==> config.mk <==
export PLATFORM = sky130hd
export DESIGN_NAME = atm_module
export DESIGN_NICKNAME = d
export VERILOG_FILES = /design/src/rtl/atm_module.sv
export SDC_FILE = /design/constraint.sdc
export NUM_CORES = 1
export LEC_CHECK = 0
export ABC_AREA = 1
export ABC_CLOCK_PERIOD_IN_PS = 3300
export CORE_UTILIZATION = 50
export DETAILED_ROUTE_END_ITERATION = 8
export GPL_TIMING_DRIVEN = 0
export PLACE_DENSITY = 0.72
export SLEW_MARGIN = 25
export SYNTH_ARGS = -nofsm -noshare
export SYNTH_HDL_FRONTEND = slang
export SYNTH_SLANG_ARGS = --single-unit
==> constraint.sdc <==
create_clock -name clk -period 3.3 [get_ports clk]
set_input_delay 0.66 -clock clk [delete_from_list [all_inputs] [get_ports clk]]
set_output_delay 0.66 -clock clk [all_outputs]
set_load 0.1 [all_outputs]
==> src/rtl/atm_module.sv <==
// ATM session controller: card check, PIN entry with lockout, menu transactions
// (balance, withdraw, deposit, PIN change), inactivity timeout and card-removal abort.
module atm_module #(
  parameter int TIMEOUT_CYCLES = 20
) (
  input  logic        clk,
  input  logic        rst_n,
  input  logic        card_inserted,
  input  logic [7:0]  card_number_input,
  input  logic [15:0] pin_input,
  input  logic        balance_req,
  input  logic        withdrawal_req,
  input  logic        deposit_req,
  input  logic        pin_change_req,
  input  logic [15:0] amount,
  input  logic        transaction_done,
  output logic [7:0]  current_state,
  output logic [15:0] balance,
  output logic        transaction_success,
  output logic [7:0]  error_code
);

  typedef enum logic [7:0] {
    ST_IDLE       = 8'h00,
    ST_CARD_CHECK = 8'h01,
    ST_PIN_ENTRY  = 8'h02,
    ST_MENU       = 8'h03,
    ST_BALANCE    = 8'h04,
    ST_WITHDRAW   = 8'h05,
    ST_DEPOSIT    = 8'h06,
    ST_PIN_CHANGE = 8'h07,
    ST_TXN_DONE   = 8'h08,
    ST_ERROR      = 8'h09
  } state_t;

  localparam logic [7:0] ERR_NONE     = 8'h00;
  localparam logic [7:0] ERR_CARD     = 8'h01;
  localparam logic [7:0] ERR_PIN      = 8'h02;
  localparam logic [7:0] ERR_BLOCKED  = 8'h03;
  localparam logic [7:0] ERR_FUNDS    = 8'h04;
  localparam logic [7:0] ERR_TIMEOUT  = 8'h05;
  localparam logic [7:0] ERR_REMOVED  = 8'h06;
  localparam logic [7:0] ERR_OVERFLOW = 8'h07;
  localparam logic [7:0] ERR_NEW_PIN  = 8'h08;

  localparam int TW = $clog2(TIMEOUT_CYCLES + 1);

  function automatic logic [15:0] reset_pin(input logic [1:0] idx);
    case (idx)
      2'd0:    reset_pin = 16'h1234;
      2'd1:    reset_pin = 16'h5678;
      2'd2:    reset_pin = 16'h9999;
      2'd3:    reset_pin = 16'h4321;
      default: reset_pin = 16'h0000;
    endcase
  endfunction

  function automatic logic [15:0] reset_bal(input logic [1:0] idx);
    case (idx)
      2'd0:    reset_bal = 16'h03E8;
      2'd1:    reset_bal = 16'h01F4;
      2'd2:    reset_bal = 16'h0000;
      2'd3:    reset_bal = 16'h2710;
      default: reset_bal = 16'h0000;
    endcase
  endfunction

  // Card 2 is provisioned inactive; indices beyond the table are never valid.
  function automatic logic card_active(input logic [7:0] idx);
    card_active = (idx < 8'd4) && (idx != 8'd2);
  endfunction

  state_t         state_r, state_next_s;
  logic [7:0]     card_idx_r;
  logic [15:0]    pin_mem_r [4];
  logic [15:0]    bal_mem_r [4];
  logic [3:0]     blocked_r;
  logic [1:0]     attempts_r, attempts_next_s;
  logic [TW-1:0]  timer_r, timer_next_s;
  logic [15:0]    pin_prev_r, amount_r, new_pin_r;
  logic           session_r, session_next_s;
  logic [15:0]    balance_r, balance_next_s;
  logic           success_r, success_next_s;
  logic [7:0]     error_r, error_next_s;

  logic [1:0]     sel_s;
  logic [15:0]    cur_bal_s, cur_pin_s, bal_wdata_s;
  logic [16:0]    sum_s;
  logic           any_req_s, pin_changed_s, timed_s;
  logic           bal_we_s, pin_we_s, block_set_s, latch_card_s, latch_req_s;

  assign sel_s         = card_idx_r[1:0];
  assign cur_bal_s     = bal_mem_r[sel_s];
  assign cur_pin_s     = pin_mem_r[sel_s];
  assign sum_s         = {1'b0, cur_bal_s} + {1'b0, amount_r};
  assign any_req_s     = balance_req | withdrawal_req | deposit_req | pin_change_req;
  assign pin_changed_s = (pin_input != pin_prev_r);
  assign timed_s       = (state_r == ST_PIN_ENTRY) || (state_r == ST_MENU) || (state_r == ST_TXN_DONE);

  // Next-state, status and card-table write decisions.
  always_comb begin
    state_next_s    = state_r;
    error_next_s    = error_r;
    success_next_s  = success_r;
    attempts_next_s = attempts_r;
    session_next_s  = session_r;
    timer_next_s    = '0;
    bal_we_s        = 1'b0;
    bal_wdata_s     = cur_bal_s;
    pin_we_s        = 1'b0;
    block_set_s     = 1'b0;
    latch_card_s    = 1'b0;
    latch_req_s     = 1'b0;

    // Card pulled mid-session overrides everything else.
    if (!card_inserted && (state_r != ST_IDLE) && (state_r != ST_ERROR)) begin
      state_next_s   = ST_IDLE;
      error_next_s   = ERR_REMOVED;
      success_next_s = 1'b0;
      session_next_s = 1'b0;
    end else begin
      case (state_r)
        ST_IDLE: begin
          if (card_inserted) begin
            state_next_s   = ST_CARD_CHECK;
            latch_card_s   = 1'b1;
            error_next_s   = ERR_NONE;
            success_next_s = 1'b0;
          end else begin
            state_next_s = ST_IDLE;
          end
        end
        ST_CARD_CHECK: begin
          attempts_next_s = 2'd0;
          if (!card_active(card_idx_r)) begin
            state_next_s = ST_ERROR;
            error_next_s = ERR_CARD;
          end else if (blocked_r[sel_s]) begin
            state_next_s = ST_ERROR;
            error_next_s = ERR_BLOCKED;
          end else begin
            state_next_s = ST_PIN_ENTRY;
          end
        end
        ST_PIN_ENTRY: begin
          if (pin_input == cur_pin_s) begin
            state_next_s   = ST_MENU;
            session_next_s = 1'b1;
            error_next_s   = ERR_NONE;
          end else if ((pin_input != 16'h0000) && pin_changed_s) begin
            if (attempts_r == 2'd2) begin
              block_set_s  = 1'b1;
              state_next_s = ST_ERROR;
              error_next_s = ERR_BLOCKED;
            end else begin
              attempts_next_s = attempts_r + 2'd1;
              error_next_s    = ERR_PIN;
            end
          end else begin
            state_next_s = ST_PIN_ENTRY;
          end
        end
        ST_MENU: begin
          latch_req_s = any_req_s;
          if (balance_req) begin
            state_next_s = ST_BALANCE;
          end else if (withdrawal_req) begin
            state_next_s = ST_WITHDRAW;
          end else if (deposit_req) begin
            state_next_s = ST_DEPOSIT;
          end else if (pin_change_req) begin
            state_next_s = ST_PIN_CHANGE;
          end else begin
            state_next_s = ST_MENU;
          end
        end
        ST_BALANCE: begin
          state_next_s   = ST_TXN_DONE;
          success_next_s = 1'b1;
          error_next_s   = ERR_NONE;
        end
        ST_WITHDRAW: begin
          state_next_s = ST_TXN_DONE;
          if ((amount_r != 16'h0000) && (amount_r <= cur_bal_s)) begin
            bal_we_s       = 1'b1;
            bal_wdata_s    = cur_bal_s - amount_r;
            success_next_s = 1'b1;
            error_next_s   = ERR_NONE;
          end else begin
            success_next_s = 1'b0;
            error_next_s   = ERR_FUNDS;
          end
        end
        ST_DEPOSIT: begin
          state_next_s = ST_TXN_DONE;
          if (amount_r == 16'h0000) begin
            success_next_s = 1'b0;
            error_next_s   = ERR_FUNDS;
          end else if (sum_s[16]) begin
            success_next_s = 1'b0;
            error_next_s   = ERR_OVERFLOW;
          end else begin
            bal_we_s       = 1'b1;
            bal_wdata_s    = sum_s[15:0];
            success_next_s = 1'b1;
            error_next_s   = ERR_NONE;
          end
        end
        ST_PIN_CHANGE: begin
          state_next_s = ST_TXN_DONE;
          if (new_pin_r != 16'h0000) begin
            pin_we_s       = 1'b1;
            success_next_s = 1'b1;
            error_next_s   = ERR_NONE;
          end else begin
            success_next_s = 1'b0;
            error_next_s   = ERR_NEW_PIN;
          end
        end
        ST_TXN_DONE: begin
          if (transaction_done) begin
            state_next_s   = ST_MENU;
            success_next_s = 1'b0;
            error_next_s   = ERR_NONE;
          end else begin
            state_next_s = ST_TXN_DONE;
          end
        end
        ST_ERROR: begin
          if (!card_inserted) begin
            state_next_s   = ST_IDLE;
            success_next_s = 1'b0;
            session_next_s = 1'b0;
          end else begin
            state_next_s = ST_ERROR;
          end
        end
        default: begin
          state_next_s = ST_IDLE;
        end
      endcase

      // Inactivity timer restarts on any user activity or state change.
      if ((state_next_s != state_r) || pin_changed_s || any_req_s) begin
        timer_next_s = '0;
      end else if (timed_s) begin
        if (timer_r == TW'(TIMEOUT_CYCLES - 1)) begin
          state_next_s = ST_ERROR;
          error_next_s = ERR_TIMEOUT;
          timer_next_s = '0;
        end else begin
          timer_next_s = timer_r + TW'(1'b1);
        end
      end else begin
        timer_next_s = '0;
      end
    end
  end

  assign balance_next_s = session_next_s ? (bal_we_s ? bal_wdata_s : cur_bal_s) : 16'h0000;

  // State, status outputs and persistent card table.
  always_ff @(posedge clk or negedge rst_n) begin
    if (!rst_n) begin
      state_r    <= ST_IDLE;
      card_idx_r <= 8'h00;
      blocked_r  <= 4'b0000;
      attempts_r <= 2'd0;
      timer_r    <= '0;
      pin_prev_r <= 16'h0000;
      amount_r   <= 16'h0000;
      new_pin_r  <= 16'h0000;
      session_r  <= 1'b0;
      balance_r  <= 16'h0000;
      success_r  <= 1'b0;
      error_r    <= ERR_NONE;
      for (int i = 0; i < 4; i++) begin
        pin_mem_r[i] <= reset_pin(2'(i));
        bal_mem_r[i] <= reset_bal(2'(i));
      end
    end else begin
      state_r    <= state_next_s;
      attempts_r <= attempts_next_s;
      timer_r    <= timer_next_s;
      session_r  <= session_next_s;
      balance_r  <= balance_next_s;
      success_r  <= success_next_s;
      error_r    <= error_next_s;
      pin_prev_r <= (state_r == ST_CARD_CHECK) ? 16'h0000 : pin_input;
      if (latch_card_s) card_idx_r <= card_number_input;
      if (latch_req_s) begin
        amount_r  <= amount;
        new_pin_r <= pin_input;
      end
      if (bal_we_s)    bal_mem_r[sel_s] <= bal_wdata_s;
      if (pin_we_s)    pin_mem_r[sel_s] <= new_pin_r;
      if (block_set_s) blocked_r[sel_s] <= 1'b1;
    end
  end

  assign current_state       = state_r;
  assign balance             = balance_r;
  assign transaction_success = success_r;
  assign error_code          = error_r;

endmodule

# Yosys cells after proc, flatten, opt, wreduce, memory -nomap -nowiden
# Index checks and enable logic that the tools add are counted.
[classes]
magnitude_cmp = 6
bitwise = 6
shifts = 0
muxes = 91
div = 0
n_mul = 0
addsub = 4
eq_ne = 22
n_reduce_logical = 23
[op_table]
columns = ["operator", "n"]
rows = [
  ["16-bit 2-to-1 mux", 12],
  ["8-bit 2-to-1 mux", 18],
  ["64-bit bitwise mux", 2],
  ["16-bit binary-select mux with 2-bit select", 2],
  ["8-bit one-hot mux with 8 select lines", 1],
  ["8-bit one-hot mux with 7 select lines", 1],
  ["16-bit nonzero test", 3],
  ["16-bit demux with 2-bit select", 1],
  ["8-bit by 3-bit == test with 1-bit output (second input constant)", 4],
  ["16-bit one-hot mux with 2 select lines", 1],
  ["1-bit 2-to-1 mux", 28],
  ["3-bit 2-to-1 mux", 7],
  ["4-bit 2-to-1 mux", 5],
  ["5-bit 2-to-1 mux", 4],
  ["16-bit by 16-bit adder with 17-bit output", 1],
  ["16-bit == test", 1],
  ["8-bit by 2-bit == test with 1-bit output (second input constant)", 2],
  ["8-bit by 4-bit == test with 1-bit output (second input constant)", 2],
  ["16-bit less-or-equal comparator", 1],
  ["16-bit zero test", 1],
  ["16-bit inequality test", 1],
  ["8-bit nonzero test", 2],
  ["16-bit subtractor", 1],
  ["8-bit by 1-bit == test with 1-bit output (second input constant)", 1],
  ["34 further kinds", 50],
]
[word_totals]
word_cells = 172
ramBits = 0
register_bits = 229
romBits = 0
latch_bits = 0
memories = 0
inputBits = 48
out_inout_bits = 33

# Longest topological paths before layout
# Gate-level depths: netlist of run 1.
[logic_depth]
word_depth = 13
depth_mapped = 27
ltp_nobuf = 23

# Worst setup path after synthesis of run 1
# OpenSTA, ideal clock, no wires.
[synth_path]
path_kind = "reg-to-reg"
startpoint = "register card_idx_r[1]"
endpoint = "register bal_mem_r[61] (netlist name)"
setup_time_ns = 0.126
t_arrival_ns = 3.379
stages_incl_launch_ff = 24
required_ns = 3.174
setup_slack_ns = -0.205
path_cell_list = "dfrtp_1 > buf_2 > buf_2 > nand2_2 > inv_1 > buf_2 > a21oi_1 > o21a_1 > ha_1 > inv_1 > fa_1 > nand3_1 > nand2_1 > inv_1 > nor2_1 > o21ai_1 > nand3_1 > nand3_1 > clkbuf_1 > nor2_1 > a21oi_1 > nand3_1 > nand2_1 > o21ai_0"
[synth_between]
elab_chain_len = 10
[synth_rtl]
columns = ["element", "line_no", "rtl"]
rows = [
  ["from (decl)", "74", "logic [7:0] card_idx_r;"],
  ["from (signal assigned)", "290", "if (latch_card_s) card_idx_r <= card_number_input;"],
  ["2-bit NOT with 3-bit output (implied by the code) (*)", "93, 295", ""],
  ["16-bit binary-select mux with 2-bit select", "93", "assign cur_bal_s = bal_mem_r[sel_s];"],
  ["16-bit 2-to-1 mux (implied by the code) (2 in a row)", "93", ""],
  ["16-bit by 16-bit adder with 17-bit output or 16-bit less-or-equal comparator (tied branches)", "95, 184", ""],
  ["16-bit 2-to-1 mux or 1-bit logical AND (tied branches)", "199, 184", ""],
  ["16-bit 2-to-1 mux, on equally long branches", "196, 184", ""],
  ["16-bit one-hot mux with 2 select lines", "122", "case (state_r)"],
  ["16-bit 2-to-1 mux", "116", "if (!card_inserted && (state_r != ST_IDLE) && (state_r != ST_ERROR)) begin"],
  ["64-bit bitwise mux", "295", "if (bal_we_s) bal_mem_r[sel_s] <= bal_wdata_s;"],
  ["to (signal, indexed assignment)", "279", "bal_mem_r[i] <= reset_bal(2'(i));"],
  ["to (signal, indexed assignment)", "295", ""],
  ["to (decl)", "76", "logic [15:0] bal_mem_r [4];"],
]
# Mark *: on every way between the ends. The rest lies on a longest branch, timed or not. The select of a mux whose other input is x is not followed.
# A chain may end at the register's enable or synchronous reset.

# Worst setup path after layout of run 1
[layout_path]
startpoint = "register card_idx_r[1]"
endpoint = "register balance_r[13], in the netlist balance[13]"
[layout_between]
elab_chain_len = 11
[layout_rtl]
columns = ["element", "line_no", "rtl"]
rows = [
  ["2-bit NOT with 3-bit output (implied by the code) (*)", "93, 94", ""],
  ["16-bit binary-select mux with 2-bit select", "93", ""],
  ["16-bit 2-to-1 mux (implied by the code) (2 in a row)", "93", ""],
  ["16-bit by 16-bit adder with 17-bit output or 16-bit less-or-equal comparator (tied branches)", "95, 184", ""],
  ["16-bit 2-to-1 mux (tied with other cells)", "199", "end else if (sum_s[16]) begin"],
  ["16-bit 2-to-1 mux (tied with other cells)", "196", "if (amount_r == 16'h0000) begin"],
  ["16-bit one-hot mux with 2 select lines or 1-bit one-hot mux with 2 select lines (tied branches)", "122", ""],
  ["16-bit 2-to-1 mux or 1-bit 2-to-1 mux (tied branches)", "116", ""],
  ["16-bit 2-to-1 mux", "260", "assign balance_next_s = session_next_s ? (bal_we_s ? bal_wdata_s : cur_bal_s) : 16'h0000;"],
  ["16-bit 2-to-1 mux (*)", "260", ""],
  ["named net balance_next_s[13]", "82", "logic [15:0] balance_r, balance_next_s;"],
  ["to (signal assigned)", "286", "balance_r <= balance_next_s;"],
  ["to (decl)", "82", ""],
]
# The timed path passes the listed nets; every way through them passes the cells marked *. The select of a mux whose other input is x is not followed.

==> metrics, run 1 <==
largest net degree at the start of global routing=89; Max Used Layer=met4; reg-to-reg endpoint=balance[13]; Final ANT Viol Nets=0; CP arrival=4.23 ns; CP startpoint kind=flop; vias per inst=5.73; Setup crit end=balance[13]; gate count after technology mapping=1515; failing checks=negative setup slack; RSZ-0062 raised after global routing=yes; Slowest-stage cell, CP=dfrtp_1; CP Launch Point=card_idx_r[1]; Slew @ Worst Pin=0.996 ns; 1st-pass router iterations=7; worst reg2reg setup slack=-0.54 ns; Final Skew=0.0210 ns; Final min period=3.84 ns; depth of the most critical reg-to-reg path=23; commonest non-fill, non-tap cells in the layout=407 x nand2_1, 185 x dfrtp_1, 106 x inv_1; Pleak=8.22 nW; Stages on worst setup path=23; max incr delay on CP=0.42 ns; Clk pin slew, worst setup/hold paths=0.06 ns; drt wl/cell=19.8 um; final worst setup slack=-0.539 ns; All-Layer GR Usage=0.308; Slew Viols, Final=0; crit path buf inv count=8; ys async rst share=1.00; antenna cell count=0; mean area per synthesized cell=8.27 sq um; Starting Density=0.512; DIE AREA=0.0257 sq mm; Met3 Wirelength=3850 um; Max-slew headroom=0.334; Hold Crit Class=in2async; number of global-route vias before repair=11.6k; synth unique cells=54; cells along the critical path=clkinv_4 -> buf_12 -> nor2_4 -> clkinv_4 -> o21a_4 -> inv_2 -> ha_4 -> inv_2 -> fa_2 -> o21ai_4 -> nand2_1 -> nand3_2 -> nand2_2 -> nand2_4 -> nand3_4 -> nand4_4 -> buf_6 -> buf_8 -> inv_4 -> nand3_1 -> nand3_1 -> nand2_2 -> nor2_1; pre-CTS setup slack=-1.09 ns; post-detail-place hpwl=25400 um; outcome=finished with violations; most common cell after layout, fill and taps aside=nand2_1; gpl congestion=0.926; CP endpoint kind=flop; gr ovfl total=0; # rows=57; chip height=160 um; Netlist Area Pre-Place=0.0125 sq mm; die span in x=160 um; max-cap violations=0; CTS Root Cell=clkbuf_16; Ports=81; Final Hold Vio Count=0; cts bufs inserted=26; final non-filler cell total=2085; initial antenna violation count=0; EDFF count, synth=0; dpl cells=1924; port bufs=80; Longest Clk Path Bufs=3; WL final=41300 um; Crit Path Max Fanout=8; Synth Flop Type=dfrtp_1; TNS Setup=-35.11 ns; Yosys reg bits=229; DR DRC count=0; Core ar.=0.0245 sq mm; cell family with most CP delay=simple AND/OR/NAND/NOR gates; PwrDens=450 mW/mm^2; # setup viols final=84; CTS Sinks=229; DR WL met2=18800 um; Critical Path RT=3.69 ns; Max Clock Freq=0.261 GHz; Synth Warn #=0; 1st-iter DRT viols=1273; CTS tree=yes; WL met1=16700 um; H-tree levels=1; Area growth syn-to-layout=37.4%; via count=11.9k; # nets final=1829; fin crit share=1.16; R2R Path Start=card_idx_r[1]; Power, Total=7.74 mW; worst-skew pair later-pin latency=0.54 ns; IR drop worst, VDD=0.366 mV; first-pass GRT wire length=61800 um; CP Class=reg2reg; proportion of layout cells with a drive suffix above 1=0.314; sequential share of the synthesized area=0.462
[power breakdown]
| group | switching [mW] | internal (mW) | total [mW] | leakage [nW] |
|---|---|---|---|---|
| clock network | 1.15 | 1.66 | 2.81 | 0.394 |
| registers | 0.0592 | 2.87 | 2.93 | 2.80 |
| logic | 1.20 | 0.801 | 2.00 | 5.03 |
| total | 2.41 | 5.33 | 7.74 | 8.22 |
[cells in the mapped netlist, drive strengths merged (17+ instances only)]
library cell / count / share of area
a21oi: 54 / 0.022
a22oi: 17 / 0.011
buf: 34 / 0.016
dfrtp: 186 / 0.37
dfstp: 43 / 0.090
ha: 37 / 0.037
inv: 157 / 0.047
mux2: 61 / 0.055
nand2: 462 / 0.14
nand3: 66 / 0.028
nor2: 111 / 0.038
nor3: 17 / 0.0068
o21ai: 125 / 0.051
xnor2: 19 / 0.013
xor2: 21 / 0.015
[routing by layer]
| metal | GRT usage | vias up |
|---|---|---|
| met5 | 0 | - |
| met4 | 0.130 | 0 |
| met3 | 0.0733 | 152 |
| met2 | 0.485 | 649 |
| met1 | 0.408 | 5737 |
| li1 | - | 5400 |
[through the flow]
step | cell area, sq um | hold WS, ns | util
6_report | 17200 | 0.0907 | 0.704
3_5_place_dp | 13900 | 0.443 | 0.569
2_1_floorplan | 12600 | 0.364 | -
3_3_place_gp | 13800 | 0.436 | 0.566
5_1_grt | 17200 | 0.128 | 0.704
4_1_cts | 16500 | 0.111 | 0.676
[kinds of logic (layout without fill, tap and decap cells)]
family,count (synthesis),after routing,share of synthesized area
and+or+nand+nor,698,698,0.238
AOI/OAI and AO/OA,242,242,0.109
DFF,229,229,0.462
buffers and inverters,205,448,0.0676
muxes,61,61,0.0548
xor gates and xnor gates,40,40,0.0280
adders and majority gates,39,39,0.0401
other,1,4,0.000299
[state kept, by name (all words and copies together) (netlist names), 16 cells and up]
signal	count
bal_mem_r	64
pin_mem_r	64
amount_r	16
balance	16
new_pin_r	16
pin_prev_r	16
[cell type report]
cell class / instances / area [sq um]
plain buffers: 45 / 474
clock inverters: 4 / 53.8
inverters: 158 / 649
well taps: 324 / 405
flip-flops and latches: 229 / 5790
multi-input cells: 1084 / 7010
clock buffers: 43 / 766
repair buffers: 198 / 2070
fillers: 1741 / 7240
[how the worst min path moves through the flow]
stage	startpoint	endpoint	slack (ns)
after global placement	blocked_r[2]	blocked_r[2]	0.44
after global routing	rst_n	new_pin_r[9]	0.13
after detailed placement	blocked_r[2]	blocked_r[2]	0.44
after floorplan	rst_n	amount_r[0]	0.36
final	rst_n	pin_mem_r[25]	0.09
after CTS	rst_n	pin_mem_r[25]	0.11
[what timing repair did]
item,4_1_cts,5_1_grt
setup endpoints to repair,84,84
resized for setup,287,119
pin swaps,46,44
gates cloned,7,4
buffers inserted,79,27
endpoints found under the hold margin,0,0
hold buffers,0,0
No activity file was read; power rests on OpenSTA's default activity.
==> run 2: changes to the inputs <==
Settings changed: TNS_END_PERCENT set to 1.
==> run 2 against run 1 <==
Against the previous run: the run still ends with negative setup slack left; sequential cell count stayed put; total power shrank 4.1%; die area unchanged; critical path depth unchanged.
==> metrics, run 2 (synthesis gave the netlist of run 1 again) <==
vias per inst=5.55 (-3.0%); Crit Path Max Fanout=10 (+2); depth of the most critical reg-to-reg path=23 (unchanged); Slew Viols, Final=0 (unchanged); Max Clock Freq=0.274 GHz (+5.2%); Longest Clk Path Bufs=3 (unchanged); CP startpoint kind=flop; Max-slew headroom=0.336 (+0.00216); outcome=finished with violations; TNS Setup=-20.93 ns (+14.17 ns); largest net degree at the start of global routing=89 (unchanged); # rows=57 (unchanged); post-detail-place hpwl=25400 um (unchanged); max-cap violations=0 (unchanged); All-Layer GR Usage=0.285 (-0.0230); number of global-route vias before repair=10.9k (-6.1%); PwrDens=463 mW/mm^2 (+3.0%); via count=11.2k (-5.8%); RSZ-0062 raised after global routing=yes; gpl congestion=0.926 (unchanged); drt wl/cell=18.3 um (-7.4%); fin crit share=1.11 (-0.0572); Starting Density=0.512 (unchanged); # nets final=1769 (-3.3%); CTS Sinks=229 (unchanged); failing checks=negative setup slack; Pleak=7.73 nW (-6.1%); CP endpoint kind=flop; quantity of hold-fixing buffers added after cts=0 (unchanged); 1st-pass router iterations=8 (+1); H-tree levels=1 (unchanged); CTS Root Cell=clkbuf_16; IR drop worst, VDD=0.325 mV (-11%); port bufs=80 (unchanged); gr ovfl total=0 (unchanged); antenna cell count=0 (unchanged); worst hold slack=0.0801 ns (-0.0107 ns); Slew @ Worst Pin=0.993 ns (-0.00323 ns); 1st-iter DRT viols=1089 (-14%); Power, Total=7.42 mW (-4.1%); cts bufs inserted=26 (unchanged); CP Class=reg2reg; Final min period=3.65 ns (-0.189 ns); chip height=160 um (unchanged); WL final=37100 um (-10%); commonest non-fill, non-tap cells in the layout=418 x nand2_1, 185 x dfrtp_1, 118 x inv_1; die span in x=160 um (unchanged); proportion of layout cells with a drive suffix above 1=0.248 (-0.0659); Critical Path RT=3.72 ns (+0.03 ns); most common cell after layout, fill and taps aside=nand2_1; Area growth syn-to-layout=27.9%; Core ar.=0.0245 sq mm (unchanged); Hold Crit Class=in2async; worst-skew pair later-pin latency=0.54 ns (about the same); first-pass GRT wire length=57500 um (-6.9%); Final Skew=0.0202 ns (-0.000784 ns); Clk pin slew, worst setup/hold paths=0.06 ns (about the same); Core Util, Final=0.655 (-0.0489); DR DRC count=0 (unchanged); # setup viols final=82 (-2.4%); CP arrival=4.07 ns (-0.16 ns); Ports=81 (unchanged); CTS tree=yes; DIE AREA=0.0257 sq mm (unchanged); initial antenna violation count=0 (unchanged); Final ANT Viol Nets=0 (unchanged); Largest regs=bal_mem_r (64), pin_mem_r (64); Final Hold Vio Count=0 (unchanged); final worst setup slack=-0.350 ns (+0.189 ns)
==> run 2: changes by cell type in the layout (fill, tap and decap cells not counted), sizes merged <==
cell    delta
buf       -59
inv        +2
clkbuf     -1
clkinv     -2
==> run 2: metal layers <==
layer | track usage | vias up | part of all wire
li1 | - | 5269 | -
met1 | 0.402 | 5454 | 0.44
met2 | 0.451 | 449 | 0.46
met3 | 0.0457 | 70 | 0.077
met4 | 0.0922 | 0 | 0.028
met5 | 0 | - | 0
==> run 2: path summary, 6_finish.rpt <==
kind / startpoint / end / slack (ns)
worst min register to register: blocked_r[2] / blocked_r[2] / 0.45
max in group asynchronous: rst_n / bal_mem_r[39] / 2.30
worst max-delay path: card_idx_r[0] / bal_mem_r[15] / -0.35
worst max register to register: card_idx_r[0] / bal_mem_r[15] / -0.35
min in group clk: blocked_r[2] / blocked_r[2] / 0.45
worst min-delay path: rst_n / pin_mem_r[25] / 0.08
==> run 2: critical path: stages, from the launching register on <==
cell	delay (ns)
dfrtp_2	0.44
buf_6	0.16
buf_12	0.15
nand2_8	0.06
inv_2	0.06
buf_6	0.15
a21oi_2	0.16
o21a_1	0.20
inv_2	0.09
ha_4	0.29
inv_2	0.05
a21oi_2	0.17
nor2_1	0.06
nor2_1	0.09
inv_1	0.09
a21oi_4	0.24
nand4_4	0.21
nand2_4	0.15
nand2_8	0.11
nor2_4	0.18
clkinv_4	0.14
clkbuf_16	0.19
nand2_2	0.05
nand2_1	0.04
==> run 2: power by group <==
| part | internal (mW) | switching (mW) | total (mW) | leakage, nW |
|---|---|---|---|---|
| logic | 0.655 | 1.04 | 1.69 | 4.54 |
| registers | 2.87 | 0.0582 | 2.93 | 2.80 |
| clock network | 1.66 | 1.14 | 2.80 | 0.394 |
| total | 5.18 | 2.24 | 7.42 | 7.73 |
==> run 2: final cells by class <==
type                       instances  area, sq um
sequential                       229         5790
multi-input combinational       1084         6630
clock buffer                      43          766
inverter                         158          622
tap                              324          405
buffer                            46          427
fill                            1973         8440
timing repair buffer             137         1340
clock inverter                     4         53.8
==> run 2: stage by stage <==
step / setup slack, ns / std cells / instance area (sq um)
after floorplan: 0.0166 / 1518 / 12600
after global placement: -7.96 / 1922 / 13800
after detailed placement: -1.09 / 1924 / 13900
after CTS: -0.307 / 2010 / 15500
after global routing: -0.487 / 2025 / 16000
final: -0.350 / 2025 / 16000
==> run 2: repair_timing <==
| item | CTS | global route |
|---|---|---|
| pin swaps | 20 | 40 |
| gates cloned | 3 | 2 |
| gates resized for setup | 133 | 104 |
| setup buffers | 36 | 14 |
| endpoints found under the setup margin | 84 | 84 |
==> run 3: changes to the inputs <==
Settings changed: ABC_CLOCK_PERIOD_IN_PS 3300 to unset, CORE_MARGIN set to 2, CTS_BUF_LIST set to sky130_fd_sc_hd__clkbuf_4.
==> run 3 against run 2 <==
Against the previous run: the flow still finishes with violations (negative setup slack); routed wire length is 2.6% higher; global-route usage increased by 0.37 points; cell area increased by 1.5%; die area increased by 2.5%; combinational power is 7% higher; first-iteration DRC count shrank 7.6%; maximum frequency shrank 0.40%; total power is 1.5% higher; critical endpoint is now balance[15]; largest cell class unchanged.
==> metrics, run 3 (synthesis gave the netlist of run 1 again) <==
TNS Setup=-25.44 ns (-4.51 ns); Critical Path RT=3.85 ns (+0.13 ns); post-detail-place hpwl=25500 um (+0.45%); # setup viols final=84 (+2.4%); RSZ-0062 raised after global routing=yes; # nets final=1818 (+2.8%); CTS Root Cell=clkbuf_4; final worst setup slack=-0.364 ns (-0.0146 ns); Final Skew=0.0493 ns (+0.0291 ns); initial antenna violation count=1 (+1); number of global-route vias before repair=11.4k (+4.3%); CP Class=reg2reg; Longest Clk Path Bufs=3 (unchanged); Starting Density=0.512 (unchanged); worst-skew pair later-pin latency=0.69 ns (+0.15 ns); IR drop worst, VDD=0.291 mV (-10%); 1st-iter DRT viols=1006 (-7.6%); cts bufs inserted=66 (+150%); multi-input logic area=0.00666 sq mm (+0.45%); FF+latch area=0.00579 sq mm (unchanged); H-tree levels=3 (+2); largest net degree at the start of global routing=93 (+4.5%); All-Layer GR Usage=0.289 (+0.00372); gpl congestion=0.929 (+0.32%); chip height=162 um (+1.2%); Core ar.=0.0245 sq mm (unchanged); CP startpoint kind=flop; Pleak=7.92 nW (+2.5%); Largest regs=bal_mem_r (64), pin_mem_r (64); cells along the critical path=buf_6 -> buf_6 -> nand2_8 -> inv_6 -> bufbuf_16 -> a21oi_4 -> o21a_1 -> inv_2 -> ha_4 -> inv_4 -> a21oi_4 -> nor2_1 -> nor2_1 -> inv_2 -> a21oi_4 -> buf_4 -> nand3_1 -> nand2_2 -> nand3_2 -> o21ai_2 -> nand3_2 -> nand2_2 -> nor2_1; DR DRC count=0 (unchanged); CTS tree=yes; final non-filler cell total=2110 (+4.2%); drt wl/cell=18.1 um (-1.5%); dpl cells=1924 (unchanged); 1st-pass router iterations=5 (-3); outcome=finished with violations; CTS Sinks=229 (unchanged); Final ANT Viol Nets=0 (unchanged); internal power=5.11 mW (-1.4%); first-pass GRT wire length=59500 um (+3.4%); Hold Path Stages=2; max incr delay on CP=0.41 ns (-0.03 ns); crit path buf inv count=8 (-1); Hold Crit Class=reg2reg; Filler Cells Inserted=1927 (-2.3%); Final min period=3.66 ns (+0.0146 ns); Area growth syn-to-layout=29.8%; Crit Path Max Fanout=10 (unchanged); gr ovfl total=0 (unchanged); fin crit share=1.11 (+0.00443); Final Hold Vio Count=0 (unchanged); max-cap violations=0 (unchanged); Max-slew headroom=0.343 (+0.00673); Ports=81 (unchanged); Slowest-stage cell, CP=dfrtp_1; Post-DP Area=0.0139 sq mm (unchanged); Stages on worst setup path=23 (unchanged); sequential power share=0.389 (-0.006); Clk pin slew, worst setup/hold paths=0.06 ns (about the same); PwrDens=463 mW/mm^2 (about the same); die span in x=162 um (+1.2%); pre-CTS setup slack=-1.02 ns (+0.0636 ns); commonest non-fill, non-tap cells in the layout=437 x nand2_1, 185 x dfrtp_1, 114 x inv_1; Slew @ Worst Pin=0.982 ns (-0.0101 ns); DIE AREA=0.0263 sq mm (+2.5%); port bufs=80 (unchanged); Max Clock Freq=0.273 GHz (-0.40%); Gate power share=0.239 (+0.011); Core Util, Final=0.665 (+0.00977); Slew Viols, Final=0 (unchanged); cell family with most CP delay=simple AND/OR/NAND/NOR gates; cell area after layout=0.0163 sq mm (+1.5%); CP endpoint kind=flop; vias per inst=5.54 (-0.20%); via count=11.7k (+4.0%); Sw Ratio=0.322 (+0.0201); failing checks=negative setup slack; clock network power share=0.372 (-0.005); WL final=38100 um (+2.6%); proportion of layout cells with a drive suffix above 1=0.281 (+0.0333); depth of the most critical reg-to-reg path=23 (unchanged); # rows=57 (unchanged); Net Sw Power=2.42 mW (+8.3%); CP arrival=4.21 ns (+0.14 ns); most common cell after layout, fill and taps aside=nand2_1
[run 3: cell count changes in the layout (fill, tap and decap cells not counted), sizes merged, moves of 2 or more]
cell	previous run	this run
buf	89	97
bufbuf	0	2
clkbuf	58	109
clkinv	3	21
diode	0	2
[run 3: final timing paths]
kind / endpoint / slack (ns) / start
worst max-delay path: balance[15] / -0.36 / card_idx_r[1]
worst min-delay path: bal_mem_r[55] / 0.47 / bal_mem_r[55]
worst max register to register: balance[15] / -0.36 / card_idx_r[1]
worst min register to register: bal_mem_r[55] / 0.47 / bal_mem_r[55]
max in group asynchronous: bal_mem_r[63] / 1.83 / rst_n
min in group asynchronous: pin_mem_r[25] / 0.55 / rst_n
[run 3: per-layer routing]
| layer | vias up | routed length (um) | global-route usage |
|---|---|---|---|
| met5 | - | 0 | 0 |
| met4 | 0 | 1380 | 0.117 |
| met3 | 112 | 3170 | 0.0610 |
| met2 | 555 | 17200 | 0.450 |
| met1 | 5603 | 16300 | 0.396 |
| li1 | 5420 | - | - |
[run 3: cell type report]
cell class                      instances  area share
Multi-Input combinational cell       1084       0.409
Sequential cell                       229       0.356
Timing Repair Buffer                  145      0.0884
Clock buffer                           97      0.0448
Inverter                              158      0.0390
Buffer                                 46      0.0269
Tap cell                              324      0.0249
Clock inverter                         24     0.00985
Timing Repair inverter                  1    0.000692
Antenna cell                            2    0.000308
[run 3: timing repair]
| action | CTS | global route |
|---|---|---|
| setup buffers | 49 | 9 |
| hold endpoints to repair | 58 | 0 |
| resized for setup | 186 | 64 |
| gates cloned | 4 | 1 |
| hold buffers | 1 | 0 |
| pin swaps | 39 | 29 |
| setup endpoints to repair | 84 | 84 |
[run 3: power by group through the flow]
stage               registers (mW)  clock network, mW  logic [mW]
floorplan                     2.99                  0       0.820
global placement              2.97                  0        1.27
detailed placement            2.97                  0        1.30
CTS                           2.93               2.84        1.70
global route                  2.94               3.03        1.92
finish                        2.93               2.80        1.80
[run 3: metrics by stage]
stage	hold slack, ns	total power, mW
floorplan	0.364	3.81
global placement	0.437	4.25
detailed placement	0.460	4.27
CTS	0.472	7.47
global route	0.494	7.89
finish	0.469	7.53
[run 3: worst min-delay path: stages (launching register included)]
cell and delay, ns:
dfstp_2 0.36, nand2_1 0.06, nand2_1 0.05
==> variant (flow settings as in run 1) <==
Set the parameter `TIMEOUT_CYCLES` to 10 (it was 20).
--- a/src/rtl/atm_module.sv
+++ b/src/rtl/atm_module.sv
@@ -3,3 +3,3 @@
 module atm_module #(
-  parameter int TIMEOUT_CYCLES = 20
+  parameter int TIMEOUT_CYCLES = 10
 ) (
Check against the original RTL: no difference found for any inputs over 4 cycles, from zero or initial values and one cycle with rst_n low; that may be too few to reach the edited logic, so the function may still have changed.
==> variant against run 1 <==
  * The run still ends with negative setup slack left
  * Area after synthesis increased by 1.1%
  * Cell area down 2.6%
  * Cell count up 5.4%
  * Clock power is 5% higher
  * Via count increased by 1.6%
  * Routed wire length is 3.3% lower
  * Clock skew fell by 8.2 ps
  * Power is 0.81% higher
  * Sequential cell count fell by 1
  * Worst setup slack improved by 140 ps
==> variant: results (changes against run 1) <==
total CTS buffers=27 (+3.8%); status=complete, but fails checks; detailed-route wire length per cell=18.2 microns (-8.2%); IO buf count=80 (unchanged); most common library cells after synthesis=nand2_1, dfrtp_1, inv_1, o21ai_0, nor2_1; Antenna Cells=0 (unchanged); CP max FO=9 (+1); layout cells sized above 1=0.229 (-0.0851); Slew @ Worst Pin=978 ps (-17.5 ps); sequential area share after synthesis=0.454 (-0.00721); DPL Wire Length=26800 microns (+5.7%); largest cells by area after synthesis=dfrtp_1, nand2_1, dfstp_2; DR iter-0 viols=1121 (-12%); Worst VDD drop=364 uV (-0.59%); R2R Path End=bal_mem_r[17]$_DFFE_PN0P_; GRT overflow=0 (unchanged); Final Skew=12.8 ps (-8.22 ps); Clk Latency, worst-skew pair=550 ps; pin count of the biggest net entering global routing=91 (+2.2%); DP Area=0.0142 sq mm (+2.2%); Final Wtd Congestion=0.943 (+1.8%); worst r2r src=card_idx_r[0]$_DFFE_PN0P_; Filler Cells Inserted=1945 (+12%); CP peak stage delay=380 ps (-40 ps); met3 global-route usage=0.0529 (-0.0204); failing checks=negative setup slack; met1 Use GR=0.431 (+0.0231); first-pass GRT wire length=61700 microns (-0.13%); initial antenna violation count=1 (+1); top flop regs=bal_mem_r x64, pin_mem_r x64; GRT Total Usage=0.302 (-0.00642); Vias=12100 (+1.6%); R2R depth=21 (-8.7%); final setup margin=-396 ps (+143 ps); TritonRoute pass-1 iters=5 (-2); Synth Warn #=0 (unchanged); setup-violating endpoint count in the final report=84 (unchanged); CP delay by family, top=buffers and inverters; CP arrival=4160 ps (-70 ps); nets@finish=1941 (+6.1%); CTS root buf=clkbuf_16; Reg area=0.00576 sq mm (-0.45%); Yosys cell types=55 (+1.9%); static leakage=8.11 nW (-1.4%); global-route met2 utilization=0.475 (-0.0108)
==> variant: where the power goes <==
group | switching (mW) | internal, mW
Combinational | 1.17 | 0.791
Sequential | 0.0373 | 2.86
Clock | 1.20 | 1.74
Total | 2.41 | 5.39
==> variant: cells by family after synthesis <==
family / Yosys count / synth area share
compound gates: 296 / 0.129
other cells: 1 / 0.000296
simple gates: 805 / 0.273
flops: 228 / 0.454
buf+inv: 247 / 0.0817
fa+ha+maj: 40 / 0.0407
mux: 6 / 0.00533
xor+xnor: 23 / 0.0159
==> variant: worst max path at each step <==
| stage | startpoint | end | slack, ps |
|---|---|---|---|
| 6_report | card_idx_r[0]$_DFFE_PN0P_ | bal_mem_r[17]$_DFFE_PN0P_ | -400 |
| 3_3_place_gp | rst_n | amount_r[9]$_DFFE_PN0P_ | -8050 |
| 5_1_grt | card_idx_r[0]$_DFFE_PN0P_ | bal_mem_r[17]$_DFFE_PN0P_ | -490 |
| 4_1_cts | card_idx_r[0]$_DFFE_PN0P_ | bal_mem_r[20]$_DFFE_PN0P_ | -280 |
| 3_5_place_dp | card_idx_r[1]$_DFFE_PN0P_ | balance[4]$_DFF_PN0_ | -870 |
| 2_1_floorplan | card_idx_r[1]$_DFFE_PN0P_ | bal_mem_r[18]$_DFFE_PN0P_ | -60 |
==> variant: per-stage QoR <==
stage | hold slack (ps) | worst slack, ps | std cells | total power [mW] | setup TNS (ps)
after floorplan | 364 | -59.3 | 1649 | 3.94 | -1490
after global placement | 441 | -8050 | 2053 | 4.38 | -1761630
after detailed placement | 448 | -874 | 2055 | 4.40 | -61650
after CTS | 81.2 | -276 | 2166 | 7.64 | -16730
after global routing | 113 | -493 | 2198 | 8.10 | -35100
final | 77.0 | -396 | 2198 | 7.80 | -24560
==> variant: final cells by class <==
class	count	share of cell area
Buffer	51	0.0277
Clock buffer	38	0.0445
Clock inverter	12	0.00776
Inverter	195	0.0483
Multi-Input combinational cell	1174	0.399
Sequential cell	228	0.343
Tap cell	324	0.0242
Timing Repair Buffer	176	0.105
==> variant: timing repair <==
action | CTS | global route
pin swaps | 40 | 36
setup buffers | 58 | 30
hold buffers | 0 | 0
gates cloned | 4 | 4
resized for setup | 176 | 78
endpoints found under the setup margin | 84 | 84
==> variant: layer usage <==
| metal | vias up | share of wire |
|---|---|---|
| met3 | 85 | 0.081 |
| met1 | 5869 | 0.44 |
| met2 | 472 | 0.45 |
| met4 | 2 | 0.025 |
| li1 | 5701 | - |
| met5 | - | 0.00033 |
